--- config.mk ---
export PLATFORM = sky130hd
export DESIGN_NAME = gtp_tx_framer_flat
export DESIGN_NICKNAME = d
export VERILOG_FILES = /design/src/rtl/gtp_tx_framer_if.sv /design/src/rtl/gtp_tx_framer.sv /design/src/flat_wrapper.sv
export SDC_FILE = /design/constraint.sdc
export NUM_CORES = 1
export LEC_CHECK = 0
export ABC_CLOCK_PERIOD_IN_PS = 2910
export BUFFER_PORTS_ARGS = -buffer_cell sky130_fd_sc_hd__buf_2
export CAP_MARGIN = 0
export CELL_PAD_IN_SITES_DETAIL_PLACEMENT = 1
export CELL_PAD_IN_SITES_GLOBAL_PLACEMENT = 1
export CORE_MARGIN = 3
export CORE_UTILIZATION = 43
export CTS_CLUSTER_SIZE = 16
export DETAILED_ROUTE_END_ITERATION = 10
export GPL_TIMING_DRIVEN = 0
export PLACE_DENSITY_LB_ADDON = 0.1
export SETUP_SLACK_MARGIN = 0.4
export SYNTH_ARGS = -nofsm -noshare
export SYNTH_HDL_FRONTEND = slang
export SYNTH_SLANG_ARGS = --single-unit
--- constraint.sdc ---
create_clock -name clk125 -period 2.91 [get_ports clk125]
set_input_delay 0.7275 -clock clk125 [delete_from_list [all_inputs] [get_ports clk125]]
set_output_delay 0.7275 -clock clk125 [all_outputs]
set_load 0.03 [all_outputs]
--- src/rtl/gtp_tx_framer_if.sv ---
// gtp_tx_framer_if: valid/ready payload word stream feeding the GTP TX framer
interface gtp_tx_framer_if;
  logic [15:0] din;
  logic        dvalid;
  logic        dlast;
  logic        dready;
  modport master (output din, dvalid, dlast, input dready);
  modport slave (input din, dvalid, dlast, output dready);
endinterface

--- src/rtl/gtp_tx_framer.sv ---
// gtp_tx_framer: wraps a word stream into SOF/payload/CSUM/EOF frames on a 2-byte 8b10b GTP lane with K28.5 idles
module gtp_tx_framer #(
  parameter int MIN_IDLE  = 4,
  parameter int MAX_WORDS = 256
) (
  input  logic              clk125,
  input  logic              rst_n,
  input  logic              link_ready,
  input  logic [1:0]        chn,
  gtp_tx_framer_if.slave    s,
  output logic [15:0]       txdata,
  output logic [1:0]        txcharisk,
  output logic              frame_done,
  output logic              trunc
);
  localparam int IW = $clog2(MIN_IDLE + 1);
  localparam int CW = $clog2(MAX_WORDS + 1);
  localparam logic [IW-1:0] IDLE_FULL = IW'(MIN_IDLE);
  localparam logic [IW-1:0] IDLE_LAST = IW'(MIN_IDLE - 1);
  localparam logic [CW-1:0] CNT_LAST  = CW'(MAX_WORDS - 1);
  typedef enum logic [2:0] {S_IDLE, S_SOF, S_DATA, S_CSUM, S_EOF} state_t;
  state_t state, state_nxt;
  logic [7:0] seq;
  logic [15:0] sum, tx_nxt;
  logic [1:0] k_nxt;
  logic [CW-1:0] cnt;
  logic [IW-1:0] idle_cnt;
  logic abort_f, trunc_f, accept;
  assign s.dready = state == S_DATA && link_ready;
  assign accept = s.dready && s.dvalid;
  // the idle leaving IDLE is itself one of the MIN_IDLE gap words
  always_comb begin
    state_nxt = state;
    tx_nxt = 16'h50BC;
    k_nxt = 2'b01;
    case (state)
      S_IDLE: state_nxt = link_ready && s.dvalid && idle_cnt >= IDLE_LAST ? S_SOF : S_IDLE;
      S_SOF: begin
        tx_nxt = {seq, 8'hFB};
        state_nxt = S_DATA;
      end
      S_DATA: begin
        tx_nxt = accept ? s.din : 16'h1C1C;
        k_nxt = accept ? 2'b00 : 2'b11;
        state_nxt = !link_ready || (accept && (s.dlast || cnt == CNT_LAST)) ? S_CSUM : S_DATA;
      end
      S_CSUM: begin
        tx_nxt = sum;
        k_nxt = 2'b00;
        state_nxt = S_EOF;
      end
      S_EOF: begin
        tx_nxt = {4'b0, chn, abort_f, trunc_f, 8'hFD};
        state_nxt = S_IDLE;
      end
      default: state_nxt = S_IDLE;
    endcase
  end
  always_ff @(posedge clk125) begin
    if (!rst_n) begin
      state <= S_IDLE;
      txdata <= 16'h50BC;
      txcharisk <= 2'b01;
      frame_done <= 1'b0;
      trunc <= 1'b0;
      seq <= '0;
      sum <= '0;
      cnt <= '0;
      idle_cnt <= IDLE_FULL;
      abort_f <= 1'b0;
      trunc_f <= 1'b0;
    end else begin
      state <= state_nxt;
      txdata <= tx_nxt;
      txcharisk <= k_nxt;
      frame_done <= state == S_EOF;
      trunc <= state == S_EOF && trunc_f;
      if (state == S_IDLE && idle_cnt != IDLE_FULL) idle_cnt <= idle_cnt + 1'b1;
      if (state == S_EOF) begin
        idle_cnt <= '0;
        seq <= seq + 1'b1;
      end
      if (state == S_SOF) begin
        sum <= '0;
        cnt <= '0;
        abort_f <= 1'b0;
        trunc_f <= 1'b0;
      end
      if (accept) begin
        sum <= sum + s.din;
        cnt <= cnt + 1'b1;
        trunc_f <= cnt == CNT_LAST && !s.dlast;
      end
      if (state == S_DATA && !link_ready) abort_f <= 1'b1;
    end
  end
endmodule
--- src/flat_wrapper.sv ---
// flat-port wrapper written by rule: the top's interface ports become plain ports
module gtp_tx_framer_flat 
#(
  parameter int MIN_IDLE  = 4,
  parameter int MAX_WORDS = 256
)
  (clk125, rst_n, link_ready, chn, txdata, txcharisk, frame_done, trunc, s_din, s_dvalid, s_dlast, s_dready);
  gtp_tx_framer_if s_i ();
  input  logic clk125;
  input  logic rst_n;
  input  logic link_ready;
  input  logic [1:0] chn;
  output logic [15:0] txdata;
  output logic [1:0] txcharisk;
  output logic frame_done;
  output logic trunc;
  input wire logic [$bits(s_i.din)-1:0] s_din;
  input wire logic [$bits(s_i.dvalid)-1:0] s_dvalid;
  input wire logic [$bits(s_i.dlast)-1:0] s_dlast;
  output wire logic [$bits(s_i.dready)-1:0] s_dready;
  assign s_i.din = s_din;
  assign s_i.dvalid = s_dvalid;
  assign s_i.dlast = s_dlast;
  assign s_dready = s_i.dready;
  gtp_tx_framer #(.MIN_IDLE(MIN_IDLE), .MAX_WORDS(MAX_WORDS)) u_core (.clk125(clk125), .rst_n(rst_n), .link_ready(link_ready), .chn(chn), .s(s_i), .txdata(txdata), .txcharisk(txcharisk), .frame_done(frame_done), .trunc(trunc));
endmodule
# --- After elaboration in Yosys (flattened, before gate mapping) ---
# Index checks and enable logic that the tools add are counted.
totals:
  register_bits: 61
  in_bits: 23
  output_inout_bits: 21
  elab_cells: 58
op_classes:
  n_addsub: 4
  magnitude_cmp: 1
  eq_ne: 6
  n_mux: 16
  bitwise: 1
  n_reduce_logical: 18
ops:
  columns: ["cell", "count"]
  rows:
  - ["16-bit one-hot mux with 4 select lines", 1]
  - ["16-bit 2-to-1 mux", 3]
  - ["9-bit 2-to-1 mux", 2]
  - ["16-bit adder", 1]
  - ["3-bit one-hot mux with 4 select lines", 1]
  - ["9-bit by 1-bit adder with 9-bit output (second input constant)", 1]
  - ["9-bit by 8-bit equality test with 1-bit output (second input constant)", 1]
  - ["1-bit logical AND", 9]
  - ["8-bit by 1-bit adder with 8-bit output (second input constant)", 1]
  - ["3-bit by 2-bit equality test with 1-bit output (second input constant)", 2]
  - ["3-bit 2-to-1 mux", 2]
  - ["2-bit nonzero test", 3]
  - ["1-bit 2-to-1 mux", 5]
  - ["2-bit one-hot mux with 2 select lines", 1]
  - ["3-bit by 1-bit adder with 3-bit output (second input constant)", 1]
  - ["3-bit by 1-bit equality test with 1-bit output (second input constant)", 1]
  - ["3-bit equality test (second input constant)", 1]
  - ["3-bit by 2-bit greater-or-equal comparator with 1-bit output (second input constant)", 1]
  - ["3-bit logical NOT", 1]
  - ["3-bit != test (second input constant)", 1]
  - ["1-bit logical NOT", 2]
  - ["1-bit logical OR", 2]
  - ["2-bit 2-to-1 mux", 1]
  - ["2-bit OR reduction", 1]
  - ["1-bit NOT", 1]

# --- Depth between registers and ports, before layout ---
depth:
  ltp_word: 7
  mapped_depth: 8
  depth_no_buf: 8

# --- Worst setup path before layout ---
# OpenSTA, ideal clock, no wires.
synth_path:
  path_type: "input -> register"
  from: "in s_din[0]"
  to: "reg u_core.sum[14]"
  setup_time_ns: 0.117
  t_arrival_ns: 2.370
  required_ns: 2.793
  setup_slack_ns: 0.423
  path_stages: 8
  n_path_buf: 0
  cell_sequence: "ha_1 > inv_1 > fa_1 > nor2b_1 > o2111ai_1 > a211oi_1 > or4_1 > a32o_1"
synth_between:
  elab_chain_cells: 2
synth_rtl:
  columns: ["item", "line_no", "source"]
  rows:
  - ["from (decl)", "flat_wrapper.sv:17", "input wire logic [$bits(s_i.din)-1:0] s_din;"]
  - ["16-bit adder", "gtp_tx_framer.sv:90", "sum <= sum + s.din;"]
  - ["16-bit 2-to-1 mux", "gtp_tx_framer.sv:89", "if (accept) begin"]
  - ["to (signal assigned)", "gtp_tx_framer.sv:90", null]
  - ["to (decl)", "gtp_tx_framer.sv:24", "logic [15:0] sum, tx_nxt;"]
# No other way between the ends.
# A chain may end at the register's enable or synchronous reset.

# --- Worst setup path after layout ---
layout_path:
  from: "in s_din[8]"
  to: "reg u_core.sum[14]"
# Same word-level chain as after synthesis.

==> flow_summary.yaml <==
status:
  outcome: "completed"
logic_synthesis:
  synth-seq-cells: 61
  synthArstFlopShare_pct: 0
  synth_cell_type_count: 58
  ys.flop_type: "dfxtp_1"
  yosys_warnings: 0
  syn-instance-count: 395
  ys_seq_area_share_pct: 36.2
  synth_edf_count: 0
  avgSynthCellArea_um2: 8.55
  netlist_area_um2: 3380
  syn_nets: 440
clock_tree:
  clkSinkCount: 61
  cts_buffers: 9
  post_cts_buffers: 0
  clk_pin_slew_ps: 70
  htree_levels: 3
  clk_path_buf_depth: 2
  root_buffer: "clkbuf_8"
  ctsHoldBuffers: 0
  cts_tree: "done"
  clkLatencyLatePin_ps: 350
sta:
  tightest_slew_ps: 699
  setup_violations: 0
  fin_crit_ps: 2460
  post-route-period-util_pct: 84.7
  setup_ws_ps: 446
  finClkSkew_ps: 9.38
  slew_violations: 0
  finalHoldViolCount: 0
  hold_slack_ps: 497
  rsz0062_at_grt: "yes"
  relSlewSlack_pct: 53.4
  fmax_mhz: 406
hold_path:
  min_to: "u_core.sum[7]"
  min-delay-start: "u_core.sum[7]"
  hold_depth: 2
  hold_path.class: "reg2reg"
power:
  clkPwrFrac_pct: 43.2
  p_int_w: 0.00143
  ir_drop_v: 0.000211
  power_density_nw_per_um2: 505
  power.leakage_nw: 1.60
  p_seq_share_pct: 43.1
  fin_total_pwr_w: 0.00201
  p_sw_w: 0.000577
  p_comb_share_pct: 13.8
  netSwitchingFraction_pct: 28.7
global_routing:
  grt_util_all_layers_pct: 24.9
  grt_pass1_wl_mm: 17.0
  grt_max_degree: 13
  antenna_found_initial: 0
  grt.overflow.total: 0
  grt_pass1_vias: 3280
floorplan:
  rows: 31
  pin_count: 44
  die_w_um: 94.6
  initial_core_util_pct: 45.3
  fp.dieH_um: 94.6
  core_region_area_um2: 7450
  dieArea_um2: 8950
worst_setup_path:
  crit_required_ps: 3160
  arrival_ps: 2710
  r2r-start: "u_core.sum[0]"
  worstRegToRegCells: 8
  critPathCaptureType: "register"
  critPathLaunchType: "primary input"
  criticalPathCategory: "in2reg"
  timing.rr.end: "u_core.sum[14]"
  rrSetupSlack_ps: 620
  cp_max_fo: 9
routing:
  wl_per_cell_um: 19.1
  drt_iter0_markers: 100
  route.antenna.remaining_nets: 0
  wl_mm: 10.6
  num_vias: 3198
  drc_errors: 0
  drtPass1Iterations: 4
  vias_per_cell: 5.78
finish:
  fin_area_um2: 3980
  finalNetCount: 494
  layout-drive-gt1-share_pct: 17.2
  area_growth_pct: 17.9
  num_antenna_cells: 0
placed_design:
  dp_hpwl_mm: 7.81
  place_ws_ps: -20.2
  gp_congestion: 0.842
  placed_area_um2: 3720
  place.port_buffers: 43
flow_run:
  drv_cap: 0
how the worst max path moves through the flow:
stage / end / slack (ps) / from / cells after the start
floorplan: u_core.sum[14] / 420 / s_din[0] / 8
global placement: u_core.sum[14] / 20 / s_din[0] / 9
detailed placement: u_core.sum[14] / -20 / s_din[0] / 9
CTS: u_core.sum[14] / 460 / s_din[4] / 7
global route: u_core.sum[14] / 390 / s_din[8] / 8
finish: u_core.sum[14] / 450 / s_din[8] / 8
Yosys cell counts, types with 7 or more instances:
| master | n | area, um2 |
|---|---|---|
| dfxtp_1 | 61 | 1220 |
| nor2_1 | 40 | 150 |
| a21oi_1 | 37 | 185 |
| nand2_1 | 26 | 97.6 |
| ha_1 | 21 | 263 |
| o21ai_0 | 19 | 95.1 |
| clkbuf_1 | 14 | 52.6 |
| nand3_1 | 13 | 65.1 |
| inv_1 | 12 | 45.0 |
| nand2b_1 | 12 | 75.1 |
| a21o_1 | 8 | 60.1 |
| and3_1 | 7 | 43.8 |
| mux2i_1 | 7 | 70.1 |
cells in the final DEF, fill, tap and decap left out, drive strengths merged, types with 3 or more instances in the layout:
cell | synthesis | routed
dfxtp | 61 | 61
buf | 6 | 49
nor2 | 41 | 41
a21oi | 38 | 38
nand2 | 26 | 26
clkbuf | 14 | 23
ha | 21 | 21
o21ai | 21 | 21
nand3 | 13 | 13
inv | 12 | 13
nand2b | 12 | 12
a21o | 8 | 8
mux2i | 7 | 7
and3 | 7 | 7
nand4 | 6 | 6
xnor2 | 6 | 6
xor2 | 6 | 6
a22oi | 6 | 6
o21a | 6 | 6
a211oi | 6 | 6
and2 | 5 | 5
or3 | 5 | 5
mux2 | 5 | 5
nor3 | 4 | 4
o211ai | 4 | 4
o31ai | 3 | 3
a31oi | 3 | 3
a221o | 3 | 3
a32o | 3 | 3
nor2b | 3 | 3
nor3b | 3 | 3
state kept, by name, indices dropped and copies added (netlist names):
signal             flops
u_core.abort_f         1
u_core.frame_done      1
u_core.idle_cnt        3
u_core.txcharisk       2
u_core.sum            16
u_core.trunc_f         1
u_core.cnt             9
u_core.state           3
u_core.trunc           1
u_core.seq             8
u_core.txdata         16
power groups by stage:
stage | clock network (W) | registers (W) | logic, W
floorplan | 0 | 0.000898 | 0.000165
global placement | 0 | 0.000884 | 0.000260
detailed placement | 0 | 0.000886 | 0.000268
CTS | 0.000880 | 0.000866 | 0.000272
global route | 0.000924 | 0.000868 | 0.000306
finish | 0.000868 | 0.000866 | 0.000277
routing by layer:
layer / up-vias / part of all wire [%] / wire, um / GRT usage [%]
met5: - / 0 / 0 / 0
met4: 0 / 2.0 / 212 / 9.50
met3: 19 / 3.7 / 396 / 5.10
met2: 60 / 48 / 5120 / 40.9
met1: 1564 / 46 / 4840 / 32.1
li1: 1555 / - / - / -
final cells by class:
cell class,count,area (um2)
Tap cell,99,124
Multi-Input combinational cell,302,2070
Fill cell,916,3470
Clock buffer,9,124
Clock inverter,7,97.6
Sequential cell,61,1220
Buffer,20,81.3
Timing Repair Buffer,43,215
Inverter,12,45.0
stage by stage:
stage | instances | utilization (%) | TNS (ps)
global route | 553 | 53.5 | 0
global placement | 537 | 49.9 | 0
finish | 553 | 53.5 | 0
detailed placement | 537 | 49.9 | -20.2
floorplan | 395 | - | 0
CTS | 553 | 53.1 | 0
worst max-delay path, stage by stage:
cell and delay [ps]:
buf_2 120, ha_1 280, clkbuf_1 200, nand2_1 170
o21ai_1 160, a32o_1 310, or4_1 490, a32o_1 260
repair_timing:
item / in CTS / in global routing
pin swaps: 0 / 0
gates resized for setup: 3 / 5
setup endpoints to repair: 2 / 4
kinds of logic after synthesis:
logic type               count (synthesis)  share of synthesized area, %
adder cells (fa/ha/maj)                 22                          8.37
AND/OR/NAND/NOR                        135                          21.1
flip-flops                              61                          36.2
multiplexers                            12                          3.74
AO/OA/AOI/OAI                          121                          23.8
XOR/XNOR                                12                          3.11
buffers and inverters                   32                          3.74
Power figures use the tool's default switching activity.
